<file path="src/rtl/sound_player.sv">
// Sound-request consumer: synchronises the slow-domain {channel, sound} request and
// plays it as 1-bit square waves on the left/right audio pins.
//   clk     : system clock
//   reset   : asynchronous active-low reset
//   channel : 0 none, 1 right, 2 left, 3 both (slow clock domain)
//   sound   : 0 silence, 1 ping, 2 pong, 3 goal warble (slow clock domain)
//   audio_l : left speaker square wave
//   audio_r : right speaker square wave
//   busy    : high while a tone is playing
module sound_player #(
  parameter int unsigned PING_HALF   = 28409,
  parameter int unsigned PONG_HALF   = 14205,
  parameter int unsigned GOAL_HALF_A = 56818,
  parameter int unsigned GOAL_HALF_B = 37879,
  parameter int unsigned WARBLE_CYC  = 1250000,
  parameter int unsigned MAX_CYC     = 25000000
) (
  input  logic       clk,
  input  logic       reset,
  input  logic [1:0] channel,
  input  logic [1:0] sound,
  output logic       audio_l,
  output logic       audio_r,
  output logic       busy
);

  localparam int unsigned HALF_M1  = (PING_HALF > PONG_HALF) ? PING_HALF : PONG_HALF;
  localparam int unsigned HALF_M2  = (GOAL_HALF_A > GOAL_HALF_B) ? GOAL_HALF_A : GOAL_HALF_B;
  localparam int unsigned HALF_MAX = (HALF_M1 > HALF_M2) ? HALF_M1 : HALF_M2;
  localparam int unsigned PW       = $clog2(HALF_MAX + 1);
  localparam int unsigned WW       = $clog2(WARBLE_CYC + 1);
  localparam int unsigned DW       = $clog2(MAX_CYC + 1);

  typedef enum logic [1:0] {
    S_IDLE    = 2'd0,
    S_TONE    = 2'd1,
    S_TIMEOUT = 2'd2
  } state_t;

  state_t          state_q, state_d;
  logic [1:0]      ch_m_q, ch_s_q, snd_m_q, snd_s_q;
  logic [1:0]      ch_lat_q, ch_lat_d, snd_lat_q, snd_lat_d;
  logic [PW-1:0]   phase_q, phase_d;
  logic            sq_q, sq_d;
  logic [WW-1:0]   warble_q, warble_d;
  logic            wsel_q, wsel_d;
  logic [DW-1:0]   dur_q, dur_d;
  logic            audio_l_q, audio_l_d, audio_r_q, audio_r_d, busy_q, busy_d;

  logic            req_valid;
  logic            capture;
  logic            is_goal;
  logic [PW-1:0]   half;

  // Next-state and output decode
  always_comb begin
    state_d   = state_q;
    ch_lat_d  = ch_lat_q;
    snd_lat_d = snd_lat_q;
    phase_d   = phase_q;
    sq_d      = sq_q;
    warble_d  = warble_q;
    wsel_d    = wsel_q;
    dur_d     = dur_q;

    req_valid = (ch_s_q != 2'd0) && (snd_s_q != 2'd0);
    capture   = req_valid &&
                ((state_q == S_IDLE) || ({ch_s_q, snd_s_q} != {ch_lat_q, snd_lat_q}));
    is_goal   = (snd_lat_q == 2'd3);

    unique case (snd_lat_q)
      2'd2:    half = PW'(PONG_HALF);
      2'd3:    half = wsel_q ? PW'(GOAL_HALF_B) : PW'(GOAL_HALF_A);
      default: half = PW'(PING_HALF);
    endcase

    if (capture) begin
      // A fresh request (or a changed one mid-tone) always restarts from a clean phase
      state_d   = S_TONE;
      ch_lat_d  = ch_s_q;
      snd_lat_d = snd_s_q;
      phase_d   = '0;
      sq_d      = 1'b0;
      warble_d  = '0;
      wsel_d    = 1'b0;
      dur_d     = '0;
    end else begin
      unique case (state_q)
        S_TONE: begin
          if (!req_valid) begin
            state_d = S_IDLE;
          end else begin
            // Warble segment boundary wins over a half-period toggle; sq holds its level
            if (is_goal && (warble_q == WW'(WARBLE_CYC - 1))) begin
              warble_d = '0;
              wsel_d   = ~wsel_q;
              phase_d  = '0;
            end else begin
              if (is_goal) warble_d = warble_q + WW'(1);
              if (phase_q == half - PW'(1)) begin
                phase_d = '0;
                sq_d    = ~sq_q;
              end else begin
                phase_d = phase_q + PW'(1);
              end
            end
            if (dur_q == DW'(MAX_CYC - 1)) state_d = S_TIMEOUT;
            else                           dur_d   = dur_q + DW'(1);
          end
        end
        S_TIMEOUT: begin
          if (!req_valid) state_d = S_IDLE;
        end
        S_IDLE: begin
          state_d = S_IDLE;
        end
        default: state_d = S_IDLE;
      endcase
    end

    busy_d    = (state_d == S_TONE);
    audio_l_d = sq_d & ch_lat_d[1] & busy_d;
    audio_r_d = sq_d & ch_lat_d[0] & busy_d;
  end

  // State, synchroniser and output registers
  always_ff @(posedge clk or negedge reset) begin
    if (!reset) begin
      state_q   <= S_IDLE;
      ch_m_q    <= '0;
      ch_s_q    <= '0;
      snd_m_q   <= '0;
      snd_s_q   <= '0;
      ch_lat_q  <= '0;
      snd_lat_q <= '0;
      phase_q   <= '0;
      sq_q      <= 1'b0;
      warble_q  <= '0;
      wsel_q    <= 1'b0;
      dur_q     <= '0;
      audio_l_q <= 1'b0;
      audio_r_q <= 1'b0;
      busy_q    <= 1'b0;
    end else begin
      state_q   <= state_d;
      ch_m_q    <= channel;
      ch_s_q    <= ch_m_q;
      snd_m_q   <= sound;
      snd_s_q   <= snd_m_q;
      ch_lat_q  <= ch_lat_d;
      snd_lat_q <= snd_lat_d;
      phase_q   <= phase_d;
      sq_q      <= sq_d;
      warble_q  <= warble_d;
      wsel_q    <= wsel_d;
      dur_q     <= dur_d;
      audio_l_q <= audio_l_d;
      audio_r_q <= audio_r_d;
      busy_q    <= busy_d;
    end
  end

  assign audio_l = audio_l_q;
  assign audio_r = audio_r_q;
  assign busy    = busy_q;

endmodule

</file>
<file path="config.mk">
export PLATFORM = sky130hd
export DESIGN_NAME = sound_player
export DESIGN_NICKNAME = d
export VERILOG_FILES = /design/src/rtl/sound_player.sv
export SDC_FILE = /design/constraint.sdc
export NUM_CORES = 1
export LEC_CHECK = 0
export ABC_AREA = 1
export CAP_MARGIN = 20
export CORE_ASPECT_RATIO = 1.75
export CORE_UTILIZATION = 55
export DETAILED_ROUTE_END_ITERATION = 8
export PLACE_DENSITY_LB_ADDON = 0.08
export SKIP_LAST_GASP = 1
export SLEW_MARGIN = 10
export SYNTH_ARGS = -nofsm -noshare
export SYNTH_HDL_FRONTEND = slang
export SYNTH_SLANG_ARGS = --single-unit
export TNS_END_PERCENT = 50
</file>
<file path="constraint.sdc">
create_clock -name clk -period 4.5 [get_ports clk]
set_input_delay 0.9 -clock clk [delete_from_list [all_inputs] [get_ports clk]]
set_output_delay 0.9 -clock clk [all_outputs]
set_load 0.01 [all_outputs]
</file>
Yosys cells after proc, flatten, opt, wreduce, memory -nomap -nowiden
Cells that the tools add are included.

Latch bits: 0. Bits in registers: 81. Bits of input ports: 6. ROM bits: 0. Bits in writable memories: 0. Memories: 0.

Multipliers: 0. Muxes and demuxes: 31. Add/sub/neg operators: 4. Magnitude comparators: 0. Bitwise logic cells: 6. Div/mod/pow operators: 0. Shifts and indexed selects: 0. Reduce and logical (&&, ||, !) cells: 15. Eq/ne operators: 10.

Operators with widths (count): $mux W21 (5); $mux W25 (4); $mux W16 (5); $pmux W16 S2 (1); $add A25 B1 Y25 const B (1); $eq A25 B25 Y1 const B (1); $add A21 B1 Y21 const B (1); $eq A21 B21 Y1 const B (1); $add A16 B1 Y16 const B (1); $eq A16 B16 Y1 (1); $sub A16 B1 Y16 const B (1); $mux W15 (1); $mux W2 (5); $reduce_bool A2 Y1 (5); $mux W1 (9); $reduce_and A3 Y1 (3); $eq A2 B2 Y1 const B (3); $and A1 B1 Y1 (4); $eq A2 B1 Y1 const B (2); $ne A4 B4 Y1 (1); $pmux W2 S2 (1); $logic_and A1 B1 Y1 (3); $reduce_bool A3 Y1 (1); $logic_not A2 Y1 (1); other kinds (4) (5).

Longest topological paths before layout
Depth after elaboration: 11. Mapped depth: 12. Depth with buffers taken out: 12.

Least setup slack after synthesis
OpenSTA, ideal clock, no wires.

Path kind: reg2reg. Start: register state_q[1]. End: register phase_q[3]. Cell stages (with the launch flop): 12. Path buffers: 1. Arrival: 1.589 ns. Path slack: 2.793 ns. Required time: 4.382 ns. Setup time: 0.118 ns. Cell sequence: dfrtp_1 inv_1 ha_1 inv_1 nor2_1 inv_1 nand2_4 inv_2 buf_2 nor2_1 xor2_1 nor2_1.

Longest elaborated chain between the ends: 5.

RTL lines: start, declared (RTL line 40) `state_t state_q, state_d;`; start signal, assigned (RTL line 145) `state_q <= state_d;`; $logic_not A2 Y1 (RTL line 68) `((state_q == S_IDLE) || ({ch_s_q, snd_s_q} != {ch_lat_q, snd_lat_q}));`; $logic_or A1 B1 Y1 (RTL line 68); $logic_and A1 B1 Y1 (RTL line 67) `capture = req_valid &&`; $reduce_bool A2 Y1 (no source line); $reduce_and A2 Y1 (no source line); end signal, assigned (RTL line 152) `phase_q <= phase_d;`; end, declared (RTL line 43) `logic [PW-1:0] phase_q, phase_d;`.

Parallel ways exist; a longest one is shown, timed or not. A chain may end at the register's enable or synchronous reset.

Worst setup path after layout
Start: register snd_lat_q[1]. End: register dur_q[3].

Longest elaborated chain between the ends: 5.

RTL lines: start, declared (RTL line 42) `logic [1:0] ch_lat_q, ch_lat_d, snd_lat_q, snd_lat_d;`; start signal, assigned (RTL line 151) `snd_lat_q <= snd_lat_d;`; $ne A4 B4 Y1 (*) (RTL line 68); $logic_or A1 B1 Y1 (*) (RTL line 68); $logic_and A1 B1 Y1 (*) (RTL line 67); $ne A2 B2 Y1 (no source line) or $reduce_bool A2 Y1 (tied branches); $reduce_and A3 Y1 (no source line); end signal, assigned (RTL line 156) `dur_q <= dur_d;`; end, declared (RTL line 47) `logic [DW-1:0] dur_q, dur_d;`.

Mark *: on every way between the ends. The rest lies on a longest branch, timed or not.

==> results.md <==
* Outcome: completed
* Setup crit end kind: flop
* Fmax at 395.1 MHz
* Crit Path Category: reg2reg
* Worst-path clk slew at 0.06 ns
* Flops & latches, synth at between 80 and 90
* CTS tree: built
* GR Overflow Total at 0
* CP cell instances: inv_1 > nand2_1 > nand3_1 > nor2_1 > nand2_2 > nand2_4 > nand2_2 > inv_2 > o21ai_0 > nand2_1 > nor2_1
* Drt total wl at 11890 µm
* Total power at 1.787 mW
* H-tree Lvls at 3
* # diodes at 0
* Worst path slowest cell: dfrtp_1
* Crit start category: flop
* # IOs at 9
* First-pass GRT wire length at 19560 µm
* Layout cells sized above 1 at around 5.5%
* Inserted Clock Buffers at 9
* Hold WS at 0.3449 ns
* Die ar. at 0.009277 mm²
* Min Tclk post-route at roughly 2.5 ns
* Worst Path Required at 4.72 ns
* Setup TNS at 0 ns
* Count of hold-fix buffers inserted at cts at 0
* Fin nets at just under 700
* Core area at 0.008671 mm²
* Postcts setup bufs at 0
* Min-Delay Path Class: reg2reg
* Clock latency on the worst-skew pair at between 0.3 and 0.4 ns
* Root cell of the clock tree: clkbuf_16
* Final ANT Viol Nets at 0
* Synth unique cells at 40
* Max_slew headroom at 59.22%
* Worst setup margin at approximately 2.0 ns
* Worst path bufs/invs at 2
* Sinks on Clock Net at around 80
* Max VDD drop at 0.2528 mV
* Via count at 4483
* Area Overhead vs Synth at 10.04%
* Max Cap Viol at 0
* Mapped Cells at 679
* Area occupied by multi-input gates at between 0.002 and 0.0025 mm²
* Clock skew at 0.007959 ns
* Seq/Total Area, Yosys at 41.50%
* Row cnt at 45
* Initial antenna violation count at 0
* Worst path arrival time at 2.75 ns
* Fin area at 0.005375 mm²
* Vias in the first global route at 4219
* Post-CTS Resized at 0
* Area after DPL at 0.005025 mm²
* Largest net degree at the start of global routing at 82
* Average size of a mapped cell at 7.194 µm²
* RePlAce Congestion at 0.8993
* Pre-antenna DRT Iters at 6
* DPL Wire Length at 8736 µm
* Mapped Nets at 691
* Final period util at 56.24%
* Mapped cell area at 0.004885 mm²
* Initial drt markers at 213
* Slew @ Worst Pin at 0.6095 ns
* Crit-path max cell delay at 0.58 ns
* DIE WIDTH at around 73 µm
* Die height at roughly 130 µm
* Power Dens Cells at around 330 mW/mm²
* Clock Path Buffers at 2
* CP top delay family: simple AND/OR/NAND/NOR gates
* Residual DRC at 0
* Final hold viol count at 0
* Global Route Usage Sum at 27.89%
* Synthesis Warnings at 0
* Initial Util at 56.33%
* Setup violators final at 0
* Slew Limit Fails at 0
* Storage cell area at 0.002027 mm²
* Leak at approximately 2.3 nW
* Critical path fanouts, max at 37
* RSZ-0062 raised after global routing: false
* Count of buffers from port buffering at 8
* Per-cell routed wire length at 14.75 µm
* Fill count at 824
* Drt via density at between 5 and 6
* Pre-CTS WS at 1.970 ns
final timing paths:
check                              from          to  slack, ns  cells past startpoint
hold / removal               snd_m_q[0]  snd_s_q[0]       0.34                      0
setup / recovery           snd_lat_q[1]    dur_q[3]       1.97                     11
hold reg to reg              snd_m_q[0]  snd_s_q[0]       0.34                      0
min in group asynchronous         reset  phase_q[4]       0.56                      1
max in group asynchronous         reset  state_q[0]       3.33                      2
setup reg to reg           snd_lat_q[1]    dur_q[3]       1.97                     11
cells by family (layout without fill, tap and decap cells):
kind of cell,Yosys count,after routing,share of synthesized area (%)
flip-flops,81,81,41.50
XOR/XNOR,29,29,5.200
AO/OA/AOI/OAI,72,72,7.813
AND/OR/NAND/NOR,391,391,35.71
adder cells (fa/ha/maj),6,6,1.537
buffers and inverters,100,110,8.248
power by group:
part,switching [mW],internal (mW)
clock network,0.291,0.514
logic,0.151,0.0508
registers,0.0274,0.753
total,0.470,1.32
flip-flops by register name (all words and copies together), names as in the netlist, 2 cells and up:
signal,cells
state_q,2
dur_q,25
ch_m_q,2
ch_s_q,2
snd_s_q,2
phase_q,16
ch_lat_q,2
snd_m_q,2
snd_lat_q,2
warble_q,21
cell usage in the layout, fill, tap and decap left out, types with 5 or more instances in the layout:
| cell | instances |
|---|---|
| inv_1 | 80 |
| inv_2 | 5 |
| nand4_1 | 23 |
| clkbuf_16 | 9 |
| ha_1 | 6 |
| a21oi_1 | 16 |
| xor2_1 | 27 |
| clkdlybuf4s50_1 | 7 |
| dfrtp_1 | 81 |
| o21ai_0 | 42 |
| nor3_1 | 41 |
| nand3_1 | 55 |
| nand2_1 | 161 |
| nor2_1 | 83 |
| nand2_2 | 6 |
cell usage after synthesis, drive strengths merged:
master | n | area (µm²)
o21a | 1 | 7.510
o211ai | 1 | 7.510
a21oi | 16 | 80.08
nor3 | 42 | 215.2
xor2 | 27 | 236.5
nand3b | 4 | 30.03
nand4 | 23 | 143.9
o21bai | 1 | 7.510
ha | 6 | 75.07
and3 | 2 | 12.51
o22ai | 2 | 12.51
buf | 12 | 71.32
a31oi | 2 | 12.51
o21ai | 46 | 230.2
nor4 | 2 | 12.51
dfrtp | 81 | 2027
nor4b | 1 | 8.760
nand2 | 169 | 664.4
clkbuf | 3 | 12.51
inv | 85 | 319.1
nand3 | 56 | 285.3
xnor2 | 2 | 17.52
nor2 | 87 | 336.6
a2bb2oi | 1 | 8.760
a21boi | 1 | 7.510
nor3b | 3 | 22.52
o31ai | 1 | 7.510
or2 | 2 | 12.52
metal layers:
| layer | up-vias | part of all wire [%] | GRT usage, % |
|---|---|---|---|
| met5 | - | 0 | 0 |
| met1 | 2110 | 40 | 31.58 |
| li1 | 2224 | - | - |
| met3 | 39 | 3.0 | 5.163 |
| met4 | 0 | 4.7 | 15.69 |
| met2 | 110 | 52 | 47.98 |
final cells by class:
type / count / area share [%]
timing repair buffer: 9 / 1.816
clock buffer: 11 / 4.702
multi-input combinational: 498 / 45.67
inverter: 85 / 5.936
clock inverter: 5 / 1.443
sequential: 81 / 37.71
tap: 117 / 2.723
per-stage QoR:
| step | utilization [%] | instances |
|---|---|---|
| 2_1_floorplan | - | 679 |
| 3_3_place_gp | 57.95 | 789 |
| 3_5_place_dp | 57.95 | 789 |
| 4_1_cts | 61.76 | 805 |
| 5_1_grt | 61.99 | 806 |
| 6_report | 61.99 | 806 |
(Power assumes the default switching activity.)
